$ cat src/rtl/vga_timing_pkg.sv
// Shared 640x480@60 VGA timing defaults and counter types for the pixel pipeline.
package vga_timing_pkg;

    localparam int unsigned CNT_W = 10;

    localparam int unsigned H_ACTIVE = 640;
    localparam int unsigned H_FP     = 16;
    localparam int unsigned H_SYNC   = 96;
    localparam int unsigned H_BP     = 48;
    localparam int unsigned H_TOTAL  = H_ACTIVE + H_FP + H_SYNC + H_BP;

    localparam int unsigned V_ACTIVE = 480;
    localparam int unsigned V_FP     = 10;
    localparam int unsigned V_SYNC   = 2;
    localparam int unsigned V_BP     = 33;
    localparam int unsigned V_TOTAL  = V_ACTIVE + V_FP + V_SYNC + V_BP;

    typedef logic [CNT_W-1:0] cnt_t;

    function automatic logic in_range(input cnt_t val, input cnt_t lo, input cnt_t hi);
        return (val >= lo) && (val <= hi);
    endfunction

endpackage

$ cat src/rtl/pix_en_gen.sv
// Pixel clock-enable: one-mclk strobe every DIV cycles, restarting when enable drops.
module pix_en_gen #(
    parameter int unsigned DIV = 2
) (
    input  logic mclk,
    input  logic rst_n,
    input  logic enable,
    output logic pix_en
);

    localparam int unsigned DW = (DIV > 1) ? $clog2(DIV) : 1;
    localparam logic [DW-1:0] DivMax = DW'(DIV - 1);

    logic [DW-1:0] div_q, div_d;

    always_comb begin
        div_d = div_q;
        if (!enable || (div_q == DivMax)) begin
            div_d = '0;
        end else begin
            div_d = div_q + DW'(1);
        end
    end

    always_ff @(posedge mclk or negedge rst_n) begin
        if (!rst_n) begin
            div_q <= '0;
        end else begin
            div_q <= div_d;
        end
    end

    assign pix_en = (div_q == DivMax);

endmodule

$ cat src/rtl/vga_timing_gen.sv
// VGA raster timing in the mclk domain: fetch coordinates out, registered rgb/syncs back,
// all advanced by a pixel clock-enable.
module vga_timing_gen
    import vga_timing_pkg::*;
#(
    parameter int unsigned DIV      = 2,
    parameter int unsigned H_ACTIVE = vga_timing_pkg::H_ACTIVE,
    parameter int unsigned H_FP     = vga_timing_pkg::H_FP,
    parameter int unsigned H_SYNC   = vga_timing_pkg::H_SYNC,
    parameter int unsigned H_BP     = vga_timing_pkg::H_BP,
    parameter int unsigned V_ACTIVE = vga_timing_pkg::V_ACTIVE,
    parameter int unsigned V_FP     = vga_timing_pkg::V_FP,
    parameter int unsigned V_SYNC   = vga_timing_pkg::V_SYNC,
    parameter int unsigned V_BP     = vga_timing_pkg::V_BP,
    parameter bit          SYNC_POL = 1'b0,
    parameter int unsigned RGB_W    = 8
) (
    input  logic             mclk,
    input  logic             rst_n,
    input  logic             enable,
    input  logic [RGB_W-1:0] pix_data,
    output logic [CNT_W-1:0] fetch_x,
    output logic [CNT_W-1:0] fetch_y,
    output logic             fetch_valid,
    output logic             pix_en,
    output logic             hsync,
    output logic             vsync,
    output logic [RGB_W-1:0] rgb,
    output logic             line_start,
    output logic             frame_start
);

    localparam int unsigned HTotal = H_ACTIVE + H_FP + H_SYNC + H_BP;
    localparam int unsigned VTotal = V_ACTIVE + V_FP + V_SYNC + V_BP;

    localparam cnt_t HLast   = cnt_t'(HTotal - 1);
    localparam cnt_t VLast   = cnt_t'(VTotal - 1);
    localparam cnt_t HAct    = cnt_t'(H_ACTIVE);
    localparam cnt_t VAct    = cnt_t'(V_ACTIVE);
    localparam cnt_t HSyncLo = cnt_t'(H_ACTIVE + H_FP);
    localparam cnt_t HSyncHi = cnt_t'(H_ACTIVE + H_FP + H_SYNC - 1);
    localparam cnt_t VSyncLo = cnt_t'(V_ACTIVE + V_FP);
    localparam cnt_t VSyncHi = cnt_t'(V_ACTIVE + V_FP + V_SYNC - 1);

    cnt_t             h_q, h_d, v_q, v_d;
    logic             run_q;
    logic [RGB_W-1:0] rgb_q, rgb_d;
    logic             hsync_q, hsync_d, vsync_q, vsync_d;

    pix_en_gen #(
        .DIV (DIV)
    ) u_pix_en_gen (
        .mclk   (mclk),
        .rst_n  (rst_n),
        .enable (enable),
        .pix_en (pix_en)
    );

    // run_q keeps fetch_valid low in the reset/disabled state, where the counters sit at (0,0).
    assign fetch_valid = run_q && (h_q < HAct) && (v_q < VAct);
    assign fetch_x     = h_q;
    assign fetch_y     = v_q;
    assign line_start  = pix_en && (h_q == HLast);
    assign frame_start = line_start && (v_q == VLast);

    always_comb begin
        h_d     = h_q;
        v_d     = v_q;
        rgb_d   = rgb_q;
        hsync_d = hsync_q;
        vsync_d = vsync_q;
        if (!enable) begin
            h_d     = '0;
            v_d     = '0;
            rgb_d   = '0;
            hsync_d = ~SYNC_POL;
            vsync_d = ~SYNC_POL;
        end else if (pix_en) begin
            // Output stage samples the current fetch, so it trails fetch_* by one pixel.
            rgb_d   = fetch_valid ? pix_data : '0;
            hsync_d = in_range(h_q, HSyncLo, HSyncHi) ? SYNC_POL : ~SYNC_POL;
            vsync_d = in_range(v_q, VSyncLo, VSyncHi) ? SYNC_POL : ~SYNC_POL;
            if (h_q == HLast) begin
                h_d = '0;
                v_d = (v_q == VLast) ? '0 : v_q + cnt_t'(1);
            end else begin
                h_d = h_q + cnt_t'(1);
            end
        end
    end

    always_ff @(posedge mclk or negedge rst_n) begin
        if (!rst_n) begin
            h_q     <= '0;
            v_q     <= '0;
            run_q   <= 1'b0;
            rgb_q   <= '0;
            hsync_q <= ~SYNC_POL;
            vsync_q <= ~SYNC_POL;
        end else begin
            h_q     <= h_d;
            v_q     <= v_d;
            run_q   <= enable;
            rgb_q   <= rgb_d;
            hsync_q <= hsync_d;
            vsync_q <= vsync_d;
        end
    end

    assign rgb   = rgb_q;
    assign hsync = hsync_q;
    assign vsync = vsync_q;

endmodule

$ cat config.mk
export PLATFORM = sky130hd
export DESIGN_NAME = vga_timing_gen
export DESIGN_NICKNAME = d
export VERILOG_FILES = /design/src/rtl/vga_timing_pkg.sv /design/src/rtl/pix_en_gen.sv /design/src/rtl/vga_timing_gen.sv
export SDC_FILE = /design/constraint.sdc
export NUM_CORES = 1
export LEC_CHECK = 0
export CORE_MARGIN = 2
export CORE_UTILIZATION = 43
export DETAILED_ROUTE_END_ITERATION = 8
export PLACE_DENSITY_LB_ADDON = 0.05
export SYNTH_ARGS = -nofsm -noshare
export SYNTH_HDL_FRONTEND = slang
export SYNTH_SLANG_ARGS = --single-unit
$ cat constraint.sdc
create_clock -name mclk -period 1.7 [get_ports mclk]
set_input_delay 0.51 -clock mclk [delete_from_list [all_inputs] [get_ports mclk]]
set_output_delay 0.51 -clock mclk [all_outputs]
set_load 0.01 [all_outputs]
==> results.md, run 1 <==
- Vias per inst: around 5.4
- Top FF cell, synth: dfrtp_1
- Worst Skew: 0.00554 ns
- Pre-Repair DR Iteration Count: 4
- GR Overflow Total: 0
- DR DRC count: 0
- Final net count: 285
- Total internal power: 1210 uW
- CORE AREA: 0.00369 mm2
- Vias in the first global route: 1753
- Die Wd: approximately 66 um
- Min-delay src: rgb[0]$_DFFE_PN0P_
- Async set-reset flop share out of synthesis: 100%
- Failing checks: setup timing
- Kind of start point of the critical path: register
- Initial drt markers: 107
- H-tree levels: 2
- Final WS setup: -0.378 ns
- Net count of the mapped netlist: 181
- #FFs+latches synth: 32
- Antenna cell count: 0
- Sequential power share: 48.7%
- Setup-failing EPs final: 14
- Worst Tran Pin Value: 0.375 ns
- Most common cell after layout, fill and taps aside: buf_4
- First-pass GRT wire length: 8090 um
- Num rows: 22
- CTS clk-pin slew, worst paths: approximately 0.070 ns
- Mapped Cells: 166
- Final Hold Viols: 0
- Routed vias: between 1500 and 2000
- Fin crit period: 2.08 ns
- Slew Limit Fails: 0
- Clock Tree Root: clkbuf_8
- Chip Height: 66.3 um
- Initial Util: 45.2%
- Final wirelength: 5190 um
- Hold WC Path Type: reg -> reg
- Met2 GRT Util: about two fifths
- Gpl congestion: 0.802
- Crit Path Max Fanout: 2
- Critical path class: reg -> out
- Die area: 0.00439 mm2
- Synth Warn #: 0
- Net Sw Power: about 420 uW
- Final Cycle Share: 122%
- Initial antenna violation count: 0
- CP startpoint: fetch_x[0]$_DFFE_PN0P_
- Reg2Reg Launch Point: fetch_y[1]$_DFFE_PN0P_
- Pleak: 0.00144 uW
- Met1 GRT Util: around a third
- Clk_lat worst skew: 0.29 ns
- Leading area contributor after synthesis: dfrtp_1
- Met3 track demand over resource: 3.75%
- Mapped Area: around 0.0017 mm2
- Synth area leaders: dfrtp_1 45%, a22o_1 4.7%, nand2_1 3.6%
- Clock buffer depth: 2
- Wire per inst: between 15 and 20 um
- Arr. time, crit path: 1.57 ns
- Placed insts: 297
- Maximum vdd drop: approximately 490 uV
- Fin cells: around 320
- Num CTS Buffers: 5
- Largest net degree at the start of global routing: 33
- Synth top area share: 45.0%
- RSZ-0062 raised after global routing: yes
- PwrDens: 583 mW/mm2
- Area delta synth->final: 67.4%
- Number of synthesized flops with an enable pin: 0
- Comb power frac: 12.9%
- Routed Antenna Nets: 0
- FMAX: 0.481 GHz
- Clock share of power: 38.4%
- Most frequent cells in the layout: 50 x buf_4, 29 x dfrtp_1, 23 x dlygate4sd2_1, 15 x nor2_1, 14 x nand2_1
- Buffers on Ports: between 40 and 50
- Share of layout cells above drive strength 1: 39.9%
- Critical Path End Type: output pin
- Io pins: 45
- Global route hottest layer: met2
- Max-slew headroom at the worst pin: 74.9%
- Cts hold-fix bufs: 0
- Yosys cell types: 45
- Num Clock Sinks: 32
- CTS tree: built
- Syn_area_per_cell: 10.0 um2
- Register area share after synthesis: 48.2%
- Total power: 1630 uW
- CP required: 1.19 ns
- Status: finished, violations left
- MaxCap Viol Count: 0
- GRT Total Usage: 24.5%
- Post-DP HPWL: 3510 um
- Sw frac: 25.7%
logic make-up (layout without fill, tap and decap cells):
group           count (synthesis)  count (layout)  synth area share, %
simple gates                   71              71                 24.3
mux                             1               1                0.676
xor+xnor                        8               8                 4.20
fa+ha+maj                       4               4                 3.00
flops                          32              32                 48.2
buf+inv                        16             121                 4.80
compound gates                 34              34                 14.8
flip-flops by register name (all words and copies together), names as in the netlist:
register             count
fetch_y                 10
hsync                    1
run_q                    1
u_pix_en_gen.pix_en      1
vsync                    1
fetch_x                 10
rgb                      8
Yosys cell counts (4+ instances only):
cell type / number
a21oi_1: 5
a22o_1: 9
dfrtp_1: 30
ha_1: 4
inv_1: 10
nand2_1: 16
nand3_1: 6
nand4_1: 5
nor2_1: 16
nor3_1: 6
o21ai_0: 8
xnor2_1: 4
xor2_1: 4
power groups by stage:
| stage | clock network (uW) | logic (uW) | registers (uW) |
|---|---|---|---|
| floorplan | 0 | 59.7 | 819 |
| global placement | 0 | 195 | 803 |
| detailed placement | 0 | 199 | 804 |
| CTS | 620 | 197 | 792 |
| global route | 661 | 227 | 793 |
| finish | 625 | 210 | 792 |
per-layer routing:
layer	up-vias	routed length [um]
li1	803	-
met4	0	88
met1	851	2290
met3	12	203
met5	-	0
met2	58	2610
metrics by stage:
step	setup WS [ns]	instance area [um2]	TNS [ns]	hold WS [ns]	utilization [%]
floorplan	-0.153	1680	-0.257	0.214	-
global placement	-0.459	2480	-6.51	0.489	67.4
detailed placement	-0.491	2480	-7.52	0.493	67.4
CTS	-0.348	2670	-1.36	0.511	72.4
global route	-0.430	2790	-3.08	0.532	75.6
finish	-0.378	2790	-2.20	0.505	75.6
worst max-delay path: stages (launching register included):
cell and delay [ns]:
dfrtp_2 0.39, ha_4 0.13, nor4b_4 0.23, nand4_1 0.20, nand2b_4 0.19, inv_2 0.05, buf_6 0.09
worst paths after layout:
| check | depth (start not counted) | end | slack [ns] |
|---|---|---|---|
| max | 6 | frame_start | -0.38 |
| min | 1 | rgb[0]$_DFFE_PN0P_ | 0.50 |
| max reg2reg | 10 | fetch_y[8]$_DFFE_PN0P_ | -0.23 |
| min reg2reg | 1 | rgb[0]$_DFFE_PN0P_ | 0.50 |
| max in group asynchronous | 2 | hsync$_DFFE_PN1P_ | 0.87 |
| min in group asynchronous | 2 | fetch_y[6]$_DFFE_PN0P_ | 0.58 |
cell type report:
| cell class | count | area, um2 |
|---|---|---|
| Timing Repair Buffer | 102 | 881 |
| Multi-Input combinational cell | 118 | 911 |
| Fill cell | 279 | 898 |
| Clock inverter | 2 | 10.0 |
| Inverter | 11 | 41.3 |
| Tap cell | 48 | 60.1 |
| Clock buffer | 6 | 82.6 |
| Sequential cell | 32 | 805 |
what timing repair did:
item,in CTS,in global routing
endpoints found under the setup margin,41,27
hold endpoints to repair,0,0
buffers inserted,7,8
pin swaps,12,10
resized for setup,67,28
No activity file was read; power rests on OpenSTA's default activity.
==> run 2: changes to the inputs <==
Settings changed: CORE_MARGIN 2 to unset, REMOVE_ABC_BUFFERS set to 1.
==> run 2 against run 1 <==
Net effect: the flow still finishes with violations (setup timing); combinational power shrank 3%; register-to-register slack lost 0.03 ns; via count shrank 0.35%; core utilization shrank 0.64 points; wire length shrank 4.6%; sequential power is essentially flat; total power shrank 1.6%; highest routed layer unchanged.
==> results.md, run 2 (synthesis results as in run 1) <==
- Status: finished, violations left
- Failing checks: setup timing
- Worst Skew: 0.00747 ns
- Pre-CTS WS: -0.513 ns
- Pre-Repair DR Iteration Count: 4
- Post-DP HPWL: 3580 um
- Initial Util: 45.2%
- Wire per inst: approximately 16 um
- Antenna cell count: 0
- First-pass GRT wire length: 8090 um
- Hold WC Path Type: reg -> reg
- Fill cells: ~280
- Placed insts: 299
- GRT Total Usage: 26.2%
- Final wirelength: 4960 um
- Clock share of power: between 30% and 40%
- GR Overflow Total: 0
- Largest net degree at the start of global routing: 20
- Net Sw Power: 391 uW
- H-tree levels: 2
- Final WS setup: -0.344 ns
- Die area: 0.00413 mm2
- Io pins: 45
- Worst Tran Pin Value: 0.347 ns
- Num rows: 22
- Critical Path End Type: output pin
- Share of layout cells above drive strength 1: 38.7%
- CTS clk-pin slew, worst paths: 0.07 ns
- Kind of start point of the critical path: register
- Clock buffer depth: 2
- PwrDens: 579 mW/mm2
- Most common cell after layout, fill and taps aside: buf_4
- Min-delay src: rgb[6]$_DFFE_PN0P_
- Area delta synth->final: 66.0%
- Most frequent cells in the layout: 53 x buf_4, 30 x dfrtp_1, 21 x dlygate4sd2_1, 16 x nor2_1, 14 x nand2_1
- CORE AREA: 0.00369 mm2
- Arr. time, crit path: about 1.5 ns
- CP startpoint: fetch_y[0]$_DFFE_PN0P_
- Reg2Reg Launch Point: fetch_y[0]$_DFFE_PN0P_
- MaxCap Viol Count: 0
- Gpl congestion: 0.905
- Critical path class: reg -> out
- CTS tree: built
- Reg area: 803 um2
- Routed vias: approximately 1700
- CP required: 1.19 ns
- Total power: between 1500 and 2000 uW
- Num CTS Buffers: 5
- Maximum vdd drop: 579 uV
- Num Clock Sinks: 32
- Sequential power share: 49.4%
- Final Cycle Share: 120%
- Pleak: 0.00143 uW
- FMAX: 0.489 GHz
- Die Wd: approximately 64 um
- Setup-failing EPs final: 11
- Slew Limit Fails: 0
- DR DRC count: 0
- Comb power frac: 12.7%
- Multi-input logic area: 907 um2
- RSZ-0062 raised after global routing: yes
- Clk_lat worst skew: 0.28 ns
- Fin cells: 319
- Setup TNS: -2.41 ns
- Buffers on Ports: 44
- Max-slew headroom at the worst pin: between 70% and 80%
- Vias in the first global route: 1707
- Final Hold Viols: 0
- Final net count: 285
- Fin crit period: 2.04 ns
- Clock Tree Root: clkbuf_8
- Chip Height: 64.3 um
- Routed Antenna Nets: 0
- Vias per inst: 5.39
- Sw frac: 24.4%
- Crit Path Max Fanout: 3
- Initial drt markers: 93
- Initial antenna violation count: 0
- Total internal power: between 1000 and 1500 uW
run 2: power groups by stage:
stage / Sequential, uW / Combinational [uW] / Clock (uW)
after CTS: 790 / 200 / 619
after detailed placement: 804 / 200 / 0
final: 790 / 203 / 608
after global placement: 802 / 197 / 0
after global routing: 791 / 218 / 655
after floorplan: 822 / 46.6 / 0
run 2: worst paths after layout:
path / to / slack [ns] / cells after the start
worst max-delay path: frame_start / -0.34 / 7
worst min-delay path: rgb[6]$_DFFE_PN0P_ / 0.51 / 1
worst max register to register: fetch_y[0]$_DFFE_PN0P_ / -0.26 / 9
worst min register to register: rgb[6]$_DFFE_PN0P_ / 0.51 / 1
max in group asynchronous: vsync$_DFFE_PN1P_ / 0.90 / 2
min in group asynchronous: fetch_x[0]$_DFFE_PN0P_ / 0.56 / 2
run 2: final cells by class:
| type | instances | share of cell area [%] |
|---|---|---|
| well taps | 48 | 2.17 |
| multi-input cells | 118 | 32.8 |
| repair buffers | 102 | 31.1 |
| flip-flops and latches | 32 | 29.0 |
| clock buffers | 7 | 3.12 |
| inverters | 11 | 1.49 |
| clock inverters | 1 | 0.271 |
run 2: worst max-delay path, stage by stage (launching register included):
cell	delay [ns]
dfrtp_1	0.39
inv_2	0.09
ha_4	0.12
nand4b_1	0.09
and4bb_2	0.35
nand2b_4	0.07
inv_2	0.05
buf_6	0.09
run 2: metrics by stage:
| step | hold WS, ns | utilization, % | area, um2 |
|---|---|---|---|
| after floorplan | 0.214 | - | 1630 |
| after global placement | 0.491 | 67.1 | 2470 |
| after detailed placement | 0.495 | 67.1 | 2470 |
| after CTS | 0.514 | 71.9 | 2650 |
| after global routing | 0.534 | 75.0 | 2770 |
| final | 0.507 | 75.0 | 2770 |
run 2: timing repair:
item | CTS | global route
setup buffers | 8 | 5
pin swaps | 10 | 10
setup endpoints to repair | 37 | 31
hold buffers | 0 | 0
gates resized for setup | 59 | 29
run 2: layer usage:
metal | share of wire (%) | GRT usage (%) | vias up | wire, um
li1 | - | - | 799 | -
met1 | 44 | 33.4 | 851 | 2190
met2 | 49 | 43.0 | 56 | 2440
met3 | 4.1 | 5.00 | 12 | 203
met4 | 2.4 | 11.1 | 0 | 119
met5 | 0 | 0 | - | 0
==> run 3: changes to the inputs <==
--- a/config.mk
+++ b/config.mk
@@ -6,6 +6,8 @@
 export NUM_CORES = 1
 export LEC_CHECK = 0
-export CORE_UTILIZATION = 43
+export ABC_AREA = 1
+export CORE_UTILIZATION = 45
 export DETAILED_ROUTE_END_ITERATION = 8
+export GPL_ROUTABILITY_DRIVEN = 0
 export PLACE_DENSITY_LB_ADDON = 0.05
 export REMOVE_ABC_BUFFERS = 1
==> constraint.sdc (replaced) <==
create_clock -name mclk -period 1.7 [get_ports mclk]
set_input_delay 0.51 -clock mclk [delete_from_list [all_inputs] [get_ports mclk]]
set_output_delay 0.51 -clock mclk [all_outputs]
set_load 0.1 [all_outputs]
==> run 3 against run 2 <==
Net effect: the flow still finishes with violations (setup timing); die area rose by 8.8%; synthesized area increased by 14%; clock power increased by 22%; setup slack worse by 0.0039 ns; largest cell class is now buffers.
==> results.md, run 3 <==
- Reg2Reg Launch Point: fetch_x[9]$_DFFE_PN0P_
- Buffers on Ports: 44
- Area delta synth->final: 71.4%
- Top cells by count, synth: 74 x nand2_1, 34 x nor2_1, 33 x nand3_1
- Worst Skew: 0.00510 ns
- Post-Synth Simple-Gate Area: 38.7%
- Hold Path Sink: hsync$_DFFE_PN1P_
- Initial drt markers: 179
- Num rows: 23
- Number of synthesized flops with an enable pin: 0
- Setup TNS: -0.939 ns
- RSZ-0062 raised after global routing: yes
- Mapped Area: 0.00190 mm2
- Finished Core Util: 80.9%
- First-pass GRT wire length: 8810 um
- Largest family of logic cells by synthesized area: simple AND/OR/NAND/NOR gates
- Initial antenna violation count: 0
- Initial Util: 47.2%
- Chip Height: ~67 um
- Share of layout cells above drive strength 1: between 30% and 40%
- Met1 GRT Util: a little under two fifths
- H-tree levels: 2
- Die Wd: 67.0 um
- Pre-CTS WS: -0.170 ns
- DR DRC count: 0
- Syn_area_per_cell: 7.34 um2
- Fill cells: 269
- Post-DP HPWL: 3890 um
- Met3 track demand over resource: between 7 and 8%
- CP required: around 1.2 ns
- Mux contribution to synthesized area: 0%
- Leading area contributor after synthesis: dfrtp_1
- Most common cell after layout, fill and taps aside: nand2_1
- CORE AREA: 0.00403 mm2
- Final net count: 372
- Wire per inst: 13.3 um
- Yosys cell types: 29
- Critical Path End Type: output pin
- Die area: 0.00449 mm2
- Post-Synth Adder-Cell Area: 2.63%
- Top-count cell post-synth: nand2_1
- Min-delay src: hsync$_DFFE_PN1P_
- Final Cycle Share: 120%
- Global route hottest layer: met2
- Antenna cell count: 0
- Synth area leaders: dfrtp_1 39%, nand2_1 15%, nand3_1 8.7%
- Max-slew headroom at the worst pin: 81.0%
- Most frequent cells in the layout: 74 x nand2_1, 51 x buf_4, 35 x buf_12, 33 x nor2_1, 31 x nand3_1
- Io pins: 45
- CTS tree: built
- Worst Tran Pin Value: 0.284 ns
- Critical path class: reg -> out
- Num Clock Sinks: 32
- Crit Path Max Fanout: 4
- Arr. time, crit path: 1.54 ns
- Async set-reset flop share out of synthesis: 100%
- Fin crit period: 2.05 ns
- Final wirelength: around 5400 um
- Post-Synth XOR/XNOR Area: under 10%
- GRT Total Usage: 26.7%
- Top FF cell, synth: dfrtp_1
- CTS clk-pin slew, worst paths: 0.07 ns
- Mapped Cells: 259
- Final WS setup: -0.348 ns
- Clk_lat worst skew: 0.29 ns
- Synth Warn #: 0
- PwrDens: between 500 and 600 mW/mm2
- Kind of start point of the critical path: register
- Worst-case reg-to-reg path depth: 8
- Placement Cell Area: 0.00305 mm2
- Vias per inst: 5.05
- Clock Tree Root: clkbuf_8
- Hold path depth: 2
- Pre-Repair DR Iteration Count: 4
- Met2 GRT Util: 39.6%
- Slew Limit Fails: 0
- Routed vias: 2060
- Register area share after synthesis: 42.2%
- Synth top area share: 39.5%
- Pleak: approximately 0.0016 uW
- Post-route cell area: 0.00326 mm2
- Num CTS Buffers: 5
- #FFs+latches synth: 32
- Hold WC Path Type: reg -> reg
- Clock buffer depth: 2
- Largest net degree at the start of global routing: 33
- Cts hold-fix bufs: 0
- FMAX: 0.488 GHz
- GR Overflow Total: 0
- Vias in the first global route: 1932
- Setup-failing EPs final: 3
- Crit Reg-Reg Endpoint: fetch_y[9]$_DFFE_PN0P_
- Maximum vdd drop: ~500 uV
- Setup slack, reg-to-reg: 0.12 ns
- MaxCap Viol Count: 0
- Status: finished, violations left
- Routed Antenna Nets: 0
- Failing checks: setup timing
- Final Hold Viols: 0
- Total power: 1850 uW
- Complex-gate fraction of the synthesized area: 5.00%
==> run 3: cell types whose count changed after synthesis, moves of 9 or more <==
cell | before | now
a22o_1 | 9 | 0
inv_1 | 10 | 27
nand2_1 | 16 | 74
nand3_1 | 6 | 33
nor2_1 | 16 | 34
==> run 3: power breakdown <==
part           leakage [uW]  internal (uW)  total [uW]  switching [uW]
logic               0.00111            124         322             198
registers          0.000433            775         788            12.6
clock network     0.0000541            434         743             310
total               0.00160           1330        1850             520
==> run 3: worst max-delay path, stage by stage, from the launching register on <==
cell and delay, ns:
dfrtp_1 0.44, nand2_2 0.11, nor2_2 0.16, nand4_4 0.15, nor3_4 0.19, buf_12 0.20
==> run 3: timing repair <==
action,in CTS,in global routing
gates resized for setup,9,2
gates cloned,0,0
buffers inserted,5,3
endpoints found under the setup margin,3,3
pin swaps,5,0
==> run 3: per-stage QoR <==
stage	std cells	hold slack, ns
after floorplan	252	0.214
after global placement	392	0.520
after detailed placement	392	0.531
after CTS	405	0.545
after global routing	408	0.564
final	408	0.540
==> run 3: layer usage <==
layer  routed length, um  up-vias
li1                    -     1017
met1                2400      959
met5                   0        -
met2                2590       73
met3                 357       11
met4                  89        0
==> run 3: how the worst max path moves through the flow <==
stage                                       from  slack, ns                      to  cells past startpoint
after floorplan           fetch_x[0]$_DFFE_PN0P_      -1.80             frame_start                      5
after global placement                    enable      -0.08  fetch_x[6]$_DFFE_PN0P_                      6
after detailed placement                  enable      -0.17  fetch_y[0]$_DFFE_PN0P_                      6
after CTS                 fetch_x[1]$_DFFE_PN0P_      -0.31             frame_start                      6
after global routing      fetch_x[9]$_DFFE_PN0P_      -0.42             frame_start                      5
final                     fetch_x[9]$_DFFE_PN0P_      -0.35             frame_start                      5
==> run 3: logic make-up after synthesis <==
family | count (synthesis)
adder cells (fa/ha/maj) | 4
buffers and inverters | 39
XOR/XNOR | 5
flip-flops | 32
AO/OA/AOI/OAI | 18
AND/OR/NAND/NOR | 161
==> run 3: layout make-up <==
class	instances	area [um2]	area share, %
Sequential cell	32	803	24.6
Inverter	32	125	3.84
Tap cell	50	62.6	1.92
Clock buffer	5	68.8	2.11
Clock inverter	3	42.5	1.30
Timing Repair Buffer	98	1210	37.0
Multi-Input combinational cell	188	952	29.2
